--- src/rtl/xy_div_pkg.sv ---
// xy_div_pkg: shared register addresses, control/status bit positions and FSM states
package xy_div_pkg;

    localparam logic [1:0] A_X    = 2'd0;
    localparam logic [1:0] A_Y    = 2'd1;
    localparam logic [1:0] A_RES  = 2'd2;
    localparam logic [1:0] A_CTRL = 2'd3;

    localparam int C_START = 0;
    localparam int C_CLR   = 1;
    localparam int C_IE    = 2;

    localparam int ST_BUSY = 0;
    localparam int ST_DONE = 1;
    localparam int ST_DBZ  = 2;
    localparam int ST_IE   = 3;

    typedef enum logic {S_IDLE, S_RUN} state_t;

endpackage

--- src/rtl/div_core.sv ---
// div_core: restoring shift/subtract divider, one quotient bit per step
module div_core #(
    parameter int WIDTH = 16
) (
    input  logic             CLK,
    input  logic             RST,
    input  logic             load,
    input  logic             step,
    input  logic [WIDTH-1:0] x,
    input  logic [WIDTH-1:0] y,
    output logic             last,
    output logic [WIDTH-1:0] quo_nx,
    output logic [WIDTH-1:0] rem_nx
);

    localparam int CW = $clog2(WIDTH);

    logic [WIDTH-1:0] rem_q, quo_q, div_q;
    logic [CW-1:0]    cnt_q;
    logic [WIDTH:0]   trial;
    logic             fit;

    // The dividend shifts out of the top of quo_q while quotient bits enter at the bottom
    always_comb begin
        trial  = {rem_q, quo_q[WIDTH-1]} - {1'b0, div_q};
        fit    = !trial[WIDTH];
        rem_nx = fit ? trial[WIDTH-1:0] : {rem_q[WIDTH-2:0], quo_q[WIDTH-1]};
        quo_nx = {quo_q[WIDTH-2:0], fit};
        last   = cnt_q == CW'(WIDTH - 1);
    end

    // Datapath registers: snapshot operands on load, advance one bit per step
    always_ff @(posedge CLK or posedge RST) begin
        if (RST) begin
            rem_q <= '0;
            quo_q <= '0;
            div_q <= '0;
            cnt_q <= '0;
        end else if (load) begin
            rem_q <= '0;
            quo_q <= x;
            div_q <= y;
            cnt_q <= '0;
        end else if (step) begin
            rem_q <= rem_nx;
            quo_q <= quo_nx;
            cnt_q <= cnt_q + 1'b1;
        end
    end

endmodule

--- src/rtl/xy_divide_seq.sv ---
// xy_divide_seq: memory-mapped sequential unsigned divider with status and interrupt
module xy_divide_seq
    import xy_div_pkg::*;
#(
    parameter int WIDTH = 16,
    parameter int OUT_W = 2 * WIDTH
) (
    input  logic             CLK,
    input  logic             RST,
    input  logic             E,
    input  logic             W,
    input  logic             R,
    input  logic [1:0]       ADDR,
    input  logic [WIDTH-1:0] D,
    output logic [OUT_W-1:0] OUT,
    output logic             IRQ
);

    state_t           state_q, state_d;
    logic [WIDTH-1:0] x_q, x_d, y_q, y_d, quo_q, quo_d, rem_q, rem_d;
    logic             busy_q, busy_d, done_q, done_d, dbz_q, dbz_d, ie_q, ie_d, irq_q, irq_d;
    logic [OUT_W-1:0] out_q, out_d, rd_data;
    logic             wr, rd, ctrl_wr, start, load, step, last;
    logic [WIDTH-1:0] core_quo, core_rem;

    div_core #(.WIDTH(WIDTH)) u_core (
        .CLK    (CLK),
        .RST    (RST),
        .load   (load),
        .step   (step),
        .x      (x_q),
        .y      (y_q),
        .last   (last),
        .quo_nx (core_quo),
        .rem_nx (core_rem)
    );

    // Read mux sees only pre-edge register values, so a same-cycle write is not visible
    always_comb begin
        rd_data = ADDR == A_X   ? OUT_W'(x_q) :
                  ADDR == A_Y   ? OUT_W'(y_q) :
                  ADDR == A_RES ? OUT_W'({rem_q, quo_q}) :
                                  OUT_W'({ie_q, dbz_q, done_q, busy_q});
    end

    // Bus decode, register file, FSM next state, status and interrupt
    always_comb begin
        wr      = E && W;
        rd      = E && R;
        ctrl_wr = wr && ADDR == A_CTRL;
        start   = ctrl_wr && D[C_START];
        state_d = state_q;
        x_d     = x_q;
        y_d     = y_q;
        quo_d   = quo_q;
        rem_d   = rem_q;
        busy_d  = busy_q;
        done_d  = done_q;
        dbz_d   = dbz_q;
        ie_d    = ie_q;
        out_d   = rd ? rd_data : out_q;
        load    = 1'b0;
        step    = 1'b0;
        if (wr && ADDR == A_X && !busy_q) x_d = D;
        if (wr && ADDR == A_Y && !busy_q) y_d = D;
        if (ctrl_wr) ie_d = D[C_IE];
        if (ctrl_wr && D[C_CLR]) done_d = 1'b0;
        case (state_q)
            S_IDLE: begin
                if (start && y_q != '0) begin
                    state_d = S_RUN;
                    load    = 1'b1;
                    busy_d  = 1'b1;
                    done_d  = 1'b0;
                    dbz_d   = 1'b0;
                end else if (start) begin
                    quo_d  = '1;
                    rem_d  = x_q;
                    dbz_d  = 1'b1;
                    done_d = 1'b1;
                end
            end
            S_RUN: begin
                step = 1'b1;
                if (last) begin
                    state_d = S_IDLE;
                    quo_d   = core_quo;
                    rem_d   = core_rem;
                    busy_d  = 1'b0;
                    done_d  = 1'b1;
                end
            end
            default: state_d = S_IDLE;
        endcase
        irq_d = done_d && ie_d;
    end

    // State and register update
    always_ff @(posedge CLK or posedge RST) begin
        if (RST) begin
            state_q <= S_IDLE;
            x_q     <= '0;
            y_q     <= '0;
            quo_q   <= '0;
            rem_q   <= '0;
            busy_q  <= 1'b0;
            done_q  <= 1'b0;
            dbz_q   <= 1'b0;
            ie_q    <= 1'b0;
            irq_q   <= 1'b0;
            out_q   <= '0;
        end else begin
            state_q <= state_d;
            x_q     <= x_d;
            y_q     <= y_d;
            quo_q   <= quo_d;
            rem_q   <= rem_d;
            busy_q  <= busy_d;
            done_q  <= done_d;
            dbz_q   <= dbz_d;
            ie_q    <= ie_d;
            irq_q   <= irq_d;
            out_q   <= out_d;
        end
    end

    assign OUT = out_q;
    assign IRQ = irq_q;

endmodule

--- config.mk ---
export PLATFORM = sky130hd
export DESIGN_NAME = xy_divide_seq
export DESIGN_NICKNAME = d
export VERILOG_FILES = /design/src/rtl/xy_div_pkg.sv /design/src/rtl/div_core.sv /design/src/rtl/xy_divide_seq.sv
export SDC_FILE = /design/constraint.sdc
export NUM_CORES = 1
export LEC_CHECK = 0
export ABC_AREA = 1
export CORE_ASPECT_RATIO = 1.25
export CORE_MARGIN = 10
export CORE_UTILIZATION = 60
export DETAILED_ROUTE_END_ITERATION = 16
export HOLD_SLACK_MARGIN = 0.1
export PLACE_DENSITY = 0.79
export SYNTH_ARGS = -nofsm -noshare
export SYNTH_HDL_FRONTEND = slang
export SYNTH_HIERARCHICAL = 1
export SYNTH_SLANG_ARGS = --single-unit
--- constraint.sdc ---
create_clock -name CLK -period 7.45 [get_ports CLK]
set_clock_uncertainty 0.05 [all_clocks]
set_input_delay 1.49 -clock CLK [delete_from_list [all_inputs] [get_ports CLK]]
set_output_delay 1.49 -clock CLK [all_outputs]
set_load 0.05 [all_outputs]
After elaboration in Yosys (flattened, before gate mapping):

Index checks and enable logic that the tools add are counted.

* logic and storage cells: 80
* register bits after elaboration: 154
* input port bits: 23

* equality and inequality tests: 8
* multiplexer cells: 34
* bitwise logic cells: 1
* add/sub/neg operators: 2
* reduce and logical (&&, ||, !) cells: 20

Operators by type and width (count)
* 16-bit 2-to-1 mux: 11
* 32-bit 2-to-1 mux: 3
* 16-bit case mux with 2 select lines: 2
* 17-bit by 16-bit subtractor with 17-bit output: 1
* 16-bit nonzero test: 1
* 1-bit 2-to-1 mux: 13
* 1-bit logical AND: 11
* 4-bit 2-to-1 mux: 2
* 2-bit inequality test, second input constant: 3
* 1-bit case mux with 2 select lines: 3
* 4-bit by 1-bit adder with 4-bit output, second input constant: 1
* 2-bit equality test, second input constant: 2
* 4-bit equality test, second input constant: 1
* 2-bit AND reduction: 2
* 2-bit nonzero test: 2
* 3-bit AND reduction: 1
* 2-bit by 1-bit equality test with 1-bit output, second input constant: 1
* 1-bit logical NOT: 2
* 2-bit logical NOT: 1
* 2-bit by 1-bit inequality test with 1-bit output, second input constant: 1
* 1-bit inverter: 1

Depth between registers and ports, before layout:

Gate-level depths: netlist of the first run.

* word-level depth: 8
* depth in mapped cells: 19

Cells and area by module:

The synthesis of the first run kept the hierarchy.

By module, submodules not included
* xy_divide_seq: cells each 543, times used 1, area an instance 4496.8 um2
* div_core: cells each 533, times used 1, area an instance 3629.7 um2

Worst setup path after synthesis of the first run:

OpenSTA, ideal clock, no wires.

* path type: input-to-reg
* from: input E
* to: register u_core.div_q[10]
* required time: 7.317 ns
* stages: 12
* path buffers: 4
* library setup time: 0.083 ns
* data arrival time: 3.076 ns
* slack: 4.241 ns
* cell sequence: nand2_1 -> nor2_4 -> nand2_2 -> nor2_2 -> nand2_2 -> buf_2 -> inv_1 -> clkbuf_1 -> clkbuf_1 -> buf_1 -> nand2_1 -> o21ai_0

* cells in the longest elaborated chain, start to end: 6

Ends and longest elaborated chain
* start, declared: line xy_divide_seq.sv:10 `input logic E,`
* 1-bit logical AND: line xy_divide_seq.sv:48 `wr = E && W;`
* 1-bit logical AND: line xy_divide_seq.sv:50 `ctrl_wr = wr && ADDR == A_CTRL;`
* 1-bit logical AND: line xy_divide_seq.sv:51 `start = ctrl_wr && D[C_START];`
* 1-bit logical AND: line xy_divide_seq.sv:70 `if (start && y_q != '0) begin`
* 1-bit 2-to-1 mux: line xy_divide_seq.sv:70
* 1-bit 2-to-1 mux: line xy_divide_seq.sv:68 `case (state_q)`
* named net load: line xy_divide_seq.sv:23 `logic wr, rd, ctrl_wr, start, load, step, last;`
* end signal, assigned: line div_core.sv:42 `div_q <= y;`
* end, declared: line div_core.sv:18 `logic [WIDTH-1:0] rem_q, quo_q, div_q;`

The timed path passes the listed nets, and every way through them passes these cells.
A chain may end at the register's enable or synchronous reset.

Worst setup path in the final report of the first run:

* from: input ADDR[1]
* to: register u_core.quo_q[11]

* cells in the longest elaborated chain, start to end: 7

Ends and longest elaborated chain
* start, declared: line xy_divide_seq.sv:13 `input logic [1:0] ADDR,`
* 2-bit equality test *: line xy_divide_seq.sv:50
* 1-bit logical AND *: line xy_divide_seq.sv:50
* 1-bit logical AND *: line xy_divide_seq.sv:51
* 1-bit logical AND *: line xy_divide_seq.sv:70
* 1-bit 2-to-1 mux *: line xy_divide_seq.sv:70
* 1-bit 2-to-1 mux *: line xy_divide_seq.sv:68
* named net load: line xy_divide_seq.sv:23
* 16-bit 2-to-1 mux or 2-bit nonzero test (tied branches)
* end signal, assigned: line div_core.sv:46 `quo_q <= quo_nx;`
* end, declared: line div_core.sv:18

The timed path passes the listed nets; every way through them passes the cells marked *.

==> results of run 1 <==
==> registers in the layout, indices dropped and copies added (netlist names), 4 cells and up <==
register	flops
u_core/div_q	16
x_q	16
OUT	32
u_core/rem_q	16
y_q	16
u_core/cnt_q	4
quo_q	16
u_core/quo_q	16
rem_q	16
==> through the flow <==
| stage | area (µm²) | hold slack (ps) | std cells | setup WS, ps |
|---|---|---|---|---|
| after detailed placement | 8610 | 409 | 1251 | 3140 |
| after global routing | 9190 | 446 | 1283 | 3270 |
| final | 9190 | 425 | 1283 | 3460 |
| after global placement | 8610 | 404 | 1251 | 3230 |
| after CTS | 9190 | 427 | 1283 | 3530 |
| after floorplan | 8130 | 392 | 1076 | 3230 |
==> path summary, 6_finish.rpt <==
kind                       startpoint               end  slack, ps  depth (start not counted)
max                           ADDR[1]  u_core/quo_q[11]       3460                         11
min                          rem_q[9]          rem_q[9]        420                          2
max reg2reg                    y_q[9]  u_core/quo_q[11]       4310                         10
min reg2reg                  rem_q[9]          rem_q[9]        420                          2
max in group asynchronous         RST            y_q[5]       4730                          3
min in group asynchronous         RST           OUT[18]       1380                          2
==> synth_stat cells <==
master | number | share of area
nand4_1 | 18 | 0.014
nand3_4 | 1 | 0.0022
a21oi_2 | 1 | 0.0011
buf_12 | 1 | 0.0025
nor3_1 | 4 | 0.0025
xnor2_1 | 6 | 0.0065
nor4_1 | 1 | 0.00077
a221oi_1 | 3 | 0.0032
nand2_4 | 3 | 0.0042
nor2_4 | 1 | 0.0014
inv_1 | 152 | 0.070
o21a_1 | 1 | 0.00092
o211ai_1 | 11 | 0.010
mux2_2 | 1 | 0.0014
buf_2 | 6 | 0.0037
buf_1 | 4 | 0.0018
inv_2 | 3 | 0.0014
a22oi_1 | 1 | 0.00092
xor2_1 | 1 | 0.0011
nand2_1 | 374 | 0.17
nand3_1 | 40 | 0.025
nor2_2 | 3 | 0.0023
dfrtp_1 | 154 | 0.47
and2_1 | 15 | 0.012
nand2_2 | 16 | 0.012
nor2_1 | 52 | 0.024
nand3b_1 | 1 | 0.00092
ha_1 | 17 | 0.026
fa_1 | 1 | 0.0025
clkbuf_1 | 25 | 0.012
o221ai_1 | 2 | 0.0022
or2_2 | 4 | 0.0031
buf_4 | 16 | 0.015
a21oi_1 | 44 | 0.027
o21ai_0 | 89 | 0.055
buf_6 | 4 | 0.0055
==> where the power goes <==
part | internal (mW) | switching (mW) | total [mW]
Sequential | 1.14 | 0.293 | 1.44
Combinational | 0.726 | 1.37 | 2.10
Clock | 0.488 | 0.374 | 0.862
Total | 2.36 | 2.04 | 4.40
==> cells by family (layout without fill, tap and decap cells) <==
kind of cell,after synthesis,in the layout,synth area share
mux,1,1,0.00139
fa+ha+maj,18,18,0.0286
buf+inv,211,247,0.111
flops,154,154,0.474
simple gates,533,533,0.276
xor+xnor,7,7,0.00754
compound gates,152,152,0.100
==> worst max-delay path, stage by stage <==
cell and delay (ps):
clkdlybuf4s50_1 490, nand2_1 140, nor2_4 50, nand2_2 100, nor2_2 50, nand2_2 330
inv_1 70, buf_4 280, nor2_1 610, inv_1 340, o221ai_1 300
==> cell type report <==
type                            count  area share
Clock buffer                       20      0.0497
Clock inverter                     12      0.0142
Inverter                          155      0.0636
Multi-Input combinational cell    711       0.366
Sequential cell                   154       0.419
Tap cell                          171      0.0233
Timing Repair Buffer               60      0.0640
==> per-layer routing <==
layer,vias to the layer above,global-route usage,share of wire
li1,3388,-,-
met1,3220,0.288,0.41
met2,259,0.375,0.49
met3,57,0.0315,0.064
met4,0,0.0934,0.033
met5,-,0,0
==> impl_metrics.env, run 1 <==
export IMPL_global_route_usage_total=0.226
export IMPL_critPathKind="in -> reg"
export IMPL_vdd_ir_drop_max_mv=0.434
export IMPL_wl_per_cell_um=15.9
export IMPL_post_route_drc_count=0
export IMPL_final_min_period_over_clock_period=0.536
export IMPL_setup_viol=0
export IMPL_via_per_inst=5.40
export IMPL_totalWireLength_um=20400
export IMPL_drt_iter0_drc=787
export IMPL_cts_hold_fix_buffers=0
export IMPL_fin_tns_setup_ps=0
export IMPL_cts_path_max_buffers=2
export IMPL_cts_tree="yes"
export IMPL_yosysWarningCount=6
export IMPL_period_needed_ps=3990
export IMPL_full_die_area_um2=18600
export IMPL_timing_critical_path_to_type="register"
export IMPL_synthDistinctLibCells=36
export IMPL_clock_sinks=154
export IMPL_placement_rows=47
export IMPL_register_area_um2=3850
export IMPL_finalHoldViolations=0
export IMPL_place_gp_congestion=0.935
export IMPL_dieHeight_um=150
export IMPL_antenna_violations_before_repair=0
export IMPL_numCtsBuffers=17
export IMPL_highest_fanout_seen_on_the_critical_path=51
export IMPL_final_common_cell="nand2_1"
export IMPL_syn_to_final_growth_pct=13.1
export IMPL_port_buffers=55
export IMPL_status="completed"
export IMPL_maximum_number_of_pins_on_one_net_before_global_route_repair=75
export IMPL_cellLeakagePower_nw=4.82
export IMPL_number_of_ports_placed_on_the_die_boundary=56
export IMPL_timing_critical_path_required_ps=7730
export IMPL_final_max_slew_viol_count=0
export IMPL_clock_transition_at_path_regs_ps=60
export IMPL_fillerInstances=1141
export IMPL_max_slew_margin_rel=0.250
export IMPL_n_antenna_cell=0
export IMPL_drv_max_cap_violation_count=0
export IMPL_grt_setup_unrepaired="false"
export IMPL_multiInputGateArea_um2=3370
export IMPL_share_of_cells_above_drive_strength_1=0.0638
export IMPL_grt_first_pass_wirelength_um=32800
export IMPL_first_pass_iters=8
export IMPL_fmax_ghz=0.250
export IMPL_die_width_um=124
export IMPL_start_util=0.611
export IMPL_mappedNetlistNets=1117
export IMPL_place_hpwl_um=14700
export IMPL_via_count=6924
export IMPL_finish_net_count=1140
export IMPL_overflow=0
export IMPL_clkLatencyLatePin_ps=420
export IMPL_synthesis_instances=1076
export IMPL_final_core_utilization=0.692
export IMPL_first_global_vias=6515
export IMPL_timing_hold_worst_class="reg -> reg"
export IMPL_postCtsSetupRepairBufs=0
export IMPL_seq_area_frac_synth=0.474
export IMPL_cts_htree_levels=4
export IMPL_layout_common_cells="nand2_1, dfrtp_1, inv_1"
export IMPL_setup_worst_path_start_class="input pin"
export IMPL_post_route_antenna_net_violation_count=0
export IMPL_floorplan_core_area_um2=13300
export IMPL_timing_worst_slew_pin_value_ps=1120
export IMPL_power_density_nw_per_um2=478
export IMPL_synth_seq_cells=154
export IMPL_design_power_total_mw=4.40
export IMPL_synthesis_area_per_instance_um2=7.55
export IMPL_cp_data_arrival_time_ps=4270
export IMPL_post_cts_resize_count=0
export IMPL_cell_at_the_root_of_the_clock_tree="clkbuf_16"
export IMPL_post_synth_instance_area_um2=8130
No activity file was read; power rests on OpenSTA's default activity.
==> inputs of run 2 (changes only) <==
--- a/config.mk
+++ b/config.mk
@@ -8,10 +8,10 @@
 export ABC_AREA = 1
 export CORE_ASPECT_RATIO = 1.25
 export CORE_MARGIN = 10
-export CORE_UTILIZATION = 60
+export CORE_UTILIZATION = 54
 export DETAILED_ROUTE_END_ITERATION = 16
 export HOLD_SLACK_MARGIN = 0.1
-export PLACE_DENSITY = 0.79
+export PLACE_DENSITY = 0.75
 export SYNTH_ARGS = -nofsm -noshare
 export SYNTH_HDL_FRONTEND = slang
 export SYNTH_HIERARCHICAL = 1
==> constraint.sdc (replaced) <==
create_clock -name CLK -period 3.45 [get_ports CLK]
set_clock_uncertainty 0.05 [all_clocks]
set_input_delay 0.69 -clock CLK [delete_from_list [all_inputs] [get_ports CLK]]
set_output_delay 0.69 -clock CLK [all_outputs]
set_load 0.05 [all_outputs]
==> impl_metrics.env, run 2 (synthesized netlist as in run 1, its figures left out) <==
export IMPL_cp_data_arrival_time_ps=3060
export IMPL_vdd_ir_drop_max_mv=0.670
export IMPL_drv_max_cap_violation_count=0
export IMPL_setup_viol=0
export IMPL_period_needed_ps=2800
export IMPL_clkLatencyLatePin_ps=430
export IMPL_p_int_mw=5.19
export IMPL_sequential_group_share_of_total_power=0.325
export IMPL_full_die_area_um2=20400
export IMPL_timing_hold_worst_class="reg -> reg"
export IMPL_post_dp_cell_area_um2=8700
export IMPL_cts_htree_levels=4
export IMPL_first_pass_iters=6
export IMPL_reg2reg_setup_slack_ps=650
export IMPL_fmax_ghz=0.357
export IMPL_die_width_um=130
export IMPL_layout_common_cells="nand2_1, dfrtp_1, inv_1"
export IMPL_timing_worst_slew_pin_value_ps=969
export IMPL_max_slew_margin_rel=0.352
export IMPL_power_combinational_fraction=0.477
export IMPL_share_of_cells_above_drive_strength_1=0.0714
export IMPL_first_global_vias=6684
export IMPL_via_count=6893
export IMPL_post_cts_resize_count=0
export IMPL_status="completed"
export IMPL_cts_tree="yes"
export IMPL_design_power_total_mw=9.53
export IMPL_max_stage_delay_ps=400
export IMPL_power_switching_share=0.455
export IMPL_largest_register_ff_count=32
export IMPL_power_density_nw_per_um2=1030
export IMPL_port_buffers=55
export IMPL_net_switching_power_mw=4.34
export IMPL_start_util=0.546
export IMPL_postCtsSetupRepairBufs=0
export IMPL_setup_worst_path_start_class="register"
export IMPL_via_per_inst=5.29
export IMPL_finalHoldViolations=0
export IMPL_timing_critical_path_required_ps=3710
export IMPL_final_common_cell="nand2_1"
export IMPL_numCtsBuffers=17
export IMPL_worst_path_most_repeated_cell="nand2_1"
export IMPL_grt_setup_unrepaired="false"
export IMPL_fin_tns_setup_ps=0
export IMPL_finish_net_count=1150
export IMPL_post_route_antenna_net_violation_count=0
export IMPL_grt_first_pass_wirelength_um=34100
export IMPL_clock_transition_at_path_regs_ps=60
export IMPL_place_hpwl_um=15500
export IMPL_dieHeight_um=157
export IMPL_overflow=0
export IMPL_highest_fanout_seen_on_the_critical_path=17
export IMPL_floorplan_core_area_um2=14900
export IMPL_syn_to_final_growth_pct=14.2
export IMPL_number_of_ports_placed_on_the_die_boundary=56
export IMPL_place_gp_congestion=0.899
export IMPL_critPathKind="reg -> reg"
export IMPL_cts_hold_fix_buffers=0
export IMPL_final_max_slew_viol_count=0
export IMPL_n_antenna_cell=0
export IMPL_global_route_usage_total=0.214
export IMPL_cts_path_max_buffers=2
export IMPL_part_of_the_total_power_dissipated_in_the_clock_network=0.198
export IMPL_fillerInstances=1344
export IMPL_wl_per_cell_um=16.3
export IMPL_placement_rows=50
export IMPL_clock_sinks=154
export IMPL_totalWireLength_um=21200
export IMPL_final_core_utilization=0.624
export IMPL_drt_iter0_drc=517
export IMPL_final_min_period_over_clock_period=0.811
export IMPL_total_instance_count_after_detailed_placement=1272
export IMPL_post_layout_nonfiller_instances=1302
export IMPL_post_route_drc_count=0
export IMPL_maximum_number_of_pins_on_one_net_before_global_route_repair=47
export IMPL_cell_at_the_root_of_the_clock_tree="clkbuf_16"
export IMPL_finalInstanceArea_um2=9280
export IMPL_timing_critical_path_to_type="register"
export IMPL_antenna_violations_before_repair=0
export IMPL_cellLeakagePower_nw=4.87
export IMPL_worstPathCellList="inv_1, ha_1, inv_1, fa_1, nand2_1, nand2_1, nand3_1, nand2_1, nand2_2, nand3_1, nand2_4, nand2_1, and2_1, nand2_1, nand2_1, nand4_1, nand2_1"
export IMPL_critical_path_slowest_cell="fa_1"
## run 2: cell count changes in the layout (fill, tap and decap cells not counted), sizes merged
cell | previous run | this run
buf | 5 | 15
bufinv | 1 | 3
clkinv | 5 | 7
inv | 160 | 156
clkbuf | 20 | 18
## run 2: path summary, 6_finish.rpt
path | startpoint | to | cells after the start
worst min register to register | rem_q[1] | rem_q[1] | 2
min in group asynchronous | RST | u_core/rem_q[6] | 2
worst max-delay path | u_core/quo_q[15] | rem_q[6] | 17
worst min-delay path | rem_q[1] | rem_q[1] | 2
worst max register to register | u_core/quo_q[15] | rem_q[6] | 17
max in group asynchronous | RST | x_q[9] | 3
## run 2: layout make-up
class,instances,area (µm²),share of cell area
timing repair buffer,70,663,0.0714
clock inverter,12,149,0.0160
multi-input combinational,711,3370,0.363
inverter,155,584,0.0629
tap,182,228,0.0245
clock buffer,18,439,0.0473
sequential,154,3850,0.415
## run 2: per-stage QoR
stage                     hold slack [ps]  setup slack [ps]
after floorplan                       392              34.5
after global placement                406               689
after detailed placement              409               641
after CTS                             424               698
after global routing                  457               463
final                                 421               652
## run 2: worst max-delay path: cells and delay by family, from the launching register on
family | cells | cell delay, ps
simple gates | 13 | 1460
buf+inv | 2 | 200
fa+ha+maj | 2 | 610
flops | 1 | 360
## run 2: routing by layer
metal / vias up / track usage / share of wire / routed length (µm)
met5: - / 0 / 0 / 0
met4: 0 / 0.0848 / 0.028 / 593
met3: 43 / 0.0438 / 0.049 / 1040
met2: 198 / 0.367 / 0.51 / 10800
met1: 3258 / 0.257 / 0.41 / 8700
li1: 3394 / - / - / -
## run 2: power by group through the flow
stage	Sequential [mW]	Combinational [mW]	Clock, mW
finish	3.10	4.55	1.89
global route	3.16	5.17	1.98
CTS	3.08	4.54	1.90
global placement	3.09	4.41	0
floorplan	3.06	3.48	0
detailed placement	3.10	4.51	0
==> inputs of run 3 (changes only) <==
--- a/config.mk
+++ b/config.mk
@@ -8,10 +8,10 @@
 export ABC_AREA = 1
 export CORE_ASPECT_RATIO = 1.25
 export CORE_MARGIN = 10
-export CORE_UTILIZATION = 54
+export CORE_UTILIZATION = 59
 export DETAILED_ROUTE_END_ITERATION = 16
 export HOLD_SLACK_MARGIN = 0.1
-export PLACE_DENSITY = 0.75
+export PLACE_DENSITY = 0.78
 export SYNTH_ARGS = -nofsm -noshare
 export SYNTH_HDL_FRONTEND = slang
 export SYNTH_HIERARCHICAL = 1
==> constraint.sdc (replaced) <==
create_clock -name CLK -period 2.8 [get_ports CLK]
set_clock_uncertainty 0.05 [all_clocks]
set_input_delay 0.56 -clock CLK [delete_from_list [all_inputs] [get_ports CLK]]
set_output_delay 0.56 -clock CLK [all_outputs]
set_load 0.05 [all_outputs]
==> impl_metrics.env, run 3 (synthesized netlist as in run 1, its figures left out) <==
export IMPL_status="completed"
export IMPL_number_of_ports_placed_on_the_die_boundary=56
export IMPL_setup_worst_path_start_class="register"
export IMPL_gr_usage_met1=0.270
export IMPL_place_hpwl_um=15300
export IMPL_clock_transition_at_path_regs_ps=60
export IMPL_timing_critical_path_to_type="register"
export IMPL_cts_htree_levels=4
export IMPL_hold_worst_slack_ps=424
export IMPL_numCtsBuffers=17
export IMPL_share_of_cells_above_drive_strength_1=0.0897
export IMPL_setup_worst_path_end="rem_q[4]"
export IMPL_n_antenna_cell=0
export IMPL_dp_worst_setup_slack_ps=-33.0
export IMPL_cellLeakagePower_nw=4.98
export IMPL_placement_rows=47
export IMPL_grt_busiest_layer="met2"
export IMPL_timing_worst_slew_pin_value_ps=934
export IMPL_fmax_ghz=0.384
export IMPL_power_density_nw_per_um2=1270
export IMPL_drv_max_cap_violation_count=0
export IMPL_gr_usage_met2=0.391
export IMPL_cts_tree="yes"
export IMPL_post_route_antenna_net_violation_count=0
export IMPL_globalRouteMet3Util=0.0451
export IMPL_final_max_slew_viol_count=0
export IMPL_overflow=0
export IMPL_clkLatencyLatePin_ps=420
export IMPL_syn_to_final_growth_pct=16.7
export IMPL_finalHoldViolations=0
export IMPL_setup_worst_path_start="u_core/quo_q[15]"
export IMPL_final_common_cell="nand2_1"
export IMPL_finalInstanceArea_um2=9480
export IMPL_final_min_period_over_clock_period=0.931
export IMPL_r2r_end="rem_q[4]"
export IMPL_cp_data_arrival_time_ps=2920
export IMPL_post_dp_cell_area_um2=8790
export IMPL_vdd_ir_drop_max_mv=0.807
export IMPL_full_die_area_um2=18900
export IMPL_cts_hold_fix_buffers=0
export IMPL_cell_at_the_root_of_the_clock_tree="clkbuf_16"
export IMPL_critPathKind="reg -> reg"
export IMPL_fillerInstances=1042
export IMPL_drt_iter0_drc=725
export IMPL_start_util=0.609
export IMPL_hold_path_cell_count=2
export IMPL_fin_tns_setup_ps=0
export IMPL_reg2reg_setup_slack_ps=190
export IMPL_dieHeight_um=151
export IMPL_max_slew_margin_rel=0.375
export IMPL_totalWireLength_um=21900
export IMPL_clock_sinks=154
export IMPL_timing_hold_worst_class="reg -> reg"
export IMPL_cts_path_max_buffers=2
export IMPL_crit_reg2reg_launch="u_core/quo_q[15]"
export IMPL_setup_viol=0
export IMPL_port_buffers=55
export IMPL_via_per_inst=5.45
export IMPL_die_width_um=125
export IMPL_timing_critical_path_required_ps=3110
export IMPL_period_needed_ps=2610
export IMPL_post_route_drc_count=0
export IMPL_largest_register_ff_count=32
export IMPL_rr_worst_depth=18
export IMPL_finish_net_count=1165
export IMPL_register_area_um2=3850
export IMPL_via_count=7133
export IMPL_place_gp_congestion=0.959
export IMPL_grt_first_pass_wirelength_um=34900
export IMPL_postLayoutSetupSlackWorst_ps=194
export IMPL_antenna_violations_before_repair=0
export IMPL_min_delay_start="rem_q[4]"
export IMPL_floorplan_core_area_um2=13300
export IMPL_layout_common_cells="nand2_1, dfrtp_1, inv_1"
export IMPL_global_route_usage_total=0.226
export IMPL_maximum_number_of_pins_on_one_net_before_global_route_repair=50
export IMPL_first_pass_iters=7
export IMPL_first_global_vias=6796
export IMPL_highest_fanout_seen_on_the_critical_path=8
export IMPL_wl_per_cell_um=16.8
export IMPL_multiInputGateArea_um2=3460
[run 3: per-stage QoR]
step,std cells,power [mW],utilization
floorplan,1076,8.06,-
global placement,1269,9.26,0.659
detailed placement,1269,9.40,0.659
CTS,1301,11.7,0.702
global route,1308,13.0,0.710
finish,1308,12.1,0.710
[run 3: cell type report]
| cell class | instances | area share |
|---|---|---|
| repair buffers | 81 | 0.0839 |
| flip-flops and latches | 154 | 0.406 |
| multi-input cells | 715 | 0.365 |
| well taps | 171 | 0.0226 |
| clock buffers | 20 | 0.0482 |
| inverters | 155 | 0.0618 |
| clock inverters | 12 | 0.0121 |
[run 3: worst min-delay path by stage]
stage | end | slack, ps
after floorplan | rem_q[0] | 390
after global placement | rem_q[0] | 400
after detailed placement | rem_q[0] | 410
after CTS | rem_q[4] | 430
after global routing | OUT[7] | 450
final | rem_q[4] | 420
[run 3: where the power goes]
| part | internal [mW] | total (mW) | switching (mW) |
|---|---|---|---|
| clock | 1.28 | 2.23 | 0.948 |
| sequential | 3.05 | 3.80 | 0.757 |
| combinational | 2.13 | 6.04 | 3.91 |
| total | 6.45 | 12.1 | 5.61 |
[run 3: layer usage]
layer / wire length, µm / share of wire
met3: 1430 / 0.065
met5: 0 / 0
met4: 722 / 0.033
met2: 11000 / 0.50
met1: 8810 / 0.40
[run 3: worst max-delay path, cell delays in order (launching register included)]
cell and delay, ps:
dfrtp_1 380, inv_2 90, ha_1 150, inv_1 90
fa_2 390, nand2_2 90, nand2_1 90, nand3_1 110
nand2_2 90, nand2_4 130, nand2_4 80, nand2_4 140
nand2_4 120, nand2_1 90, and2_1 140, nand2_1 60
nand2_1 80, nand4_1 100, nand2_1 90
[run 3: timing repair]
item | CTS | global route
resized for setup | 0 | 15
buffers inserted | 0 | 3
endpoints found under the setup margin | 0 | 16
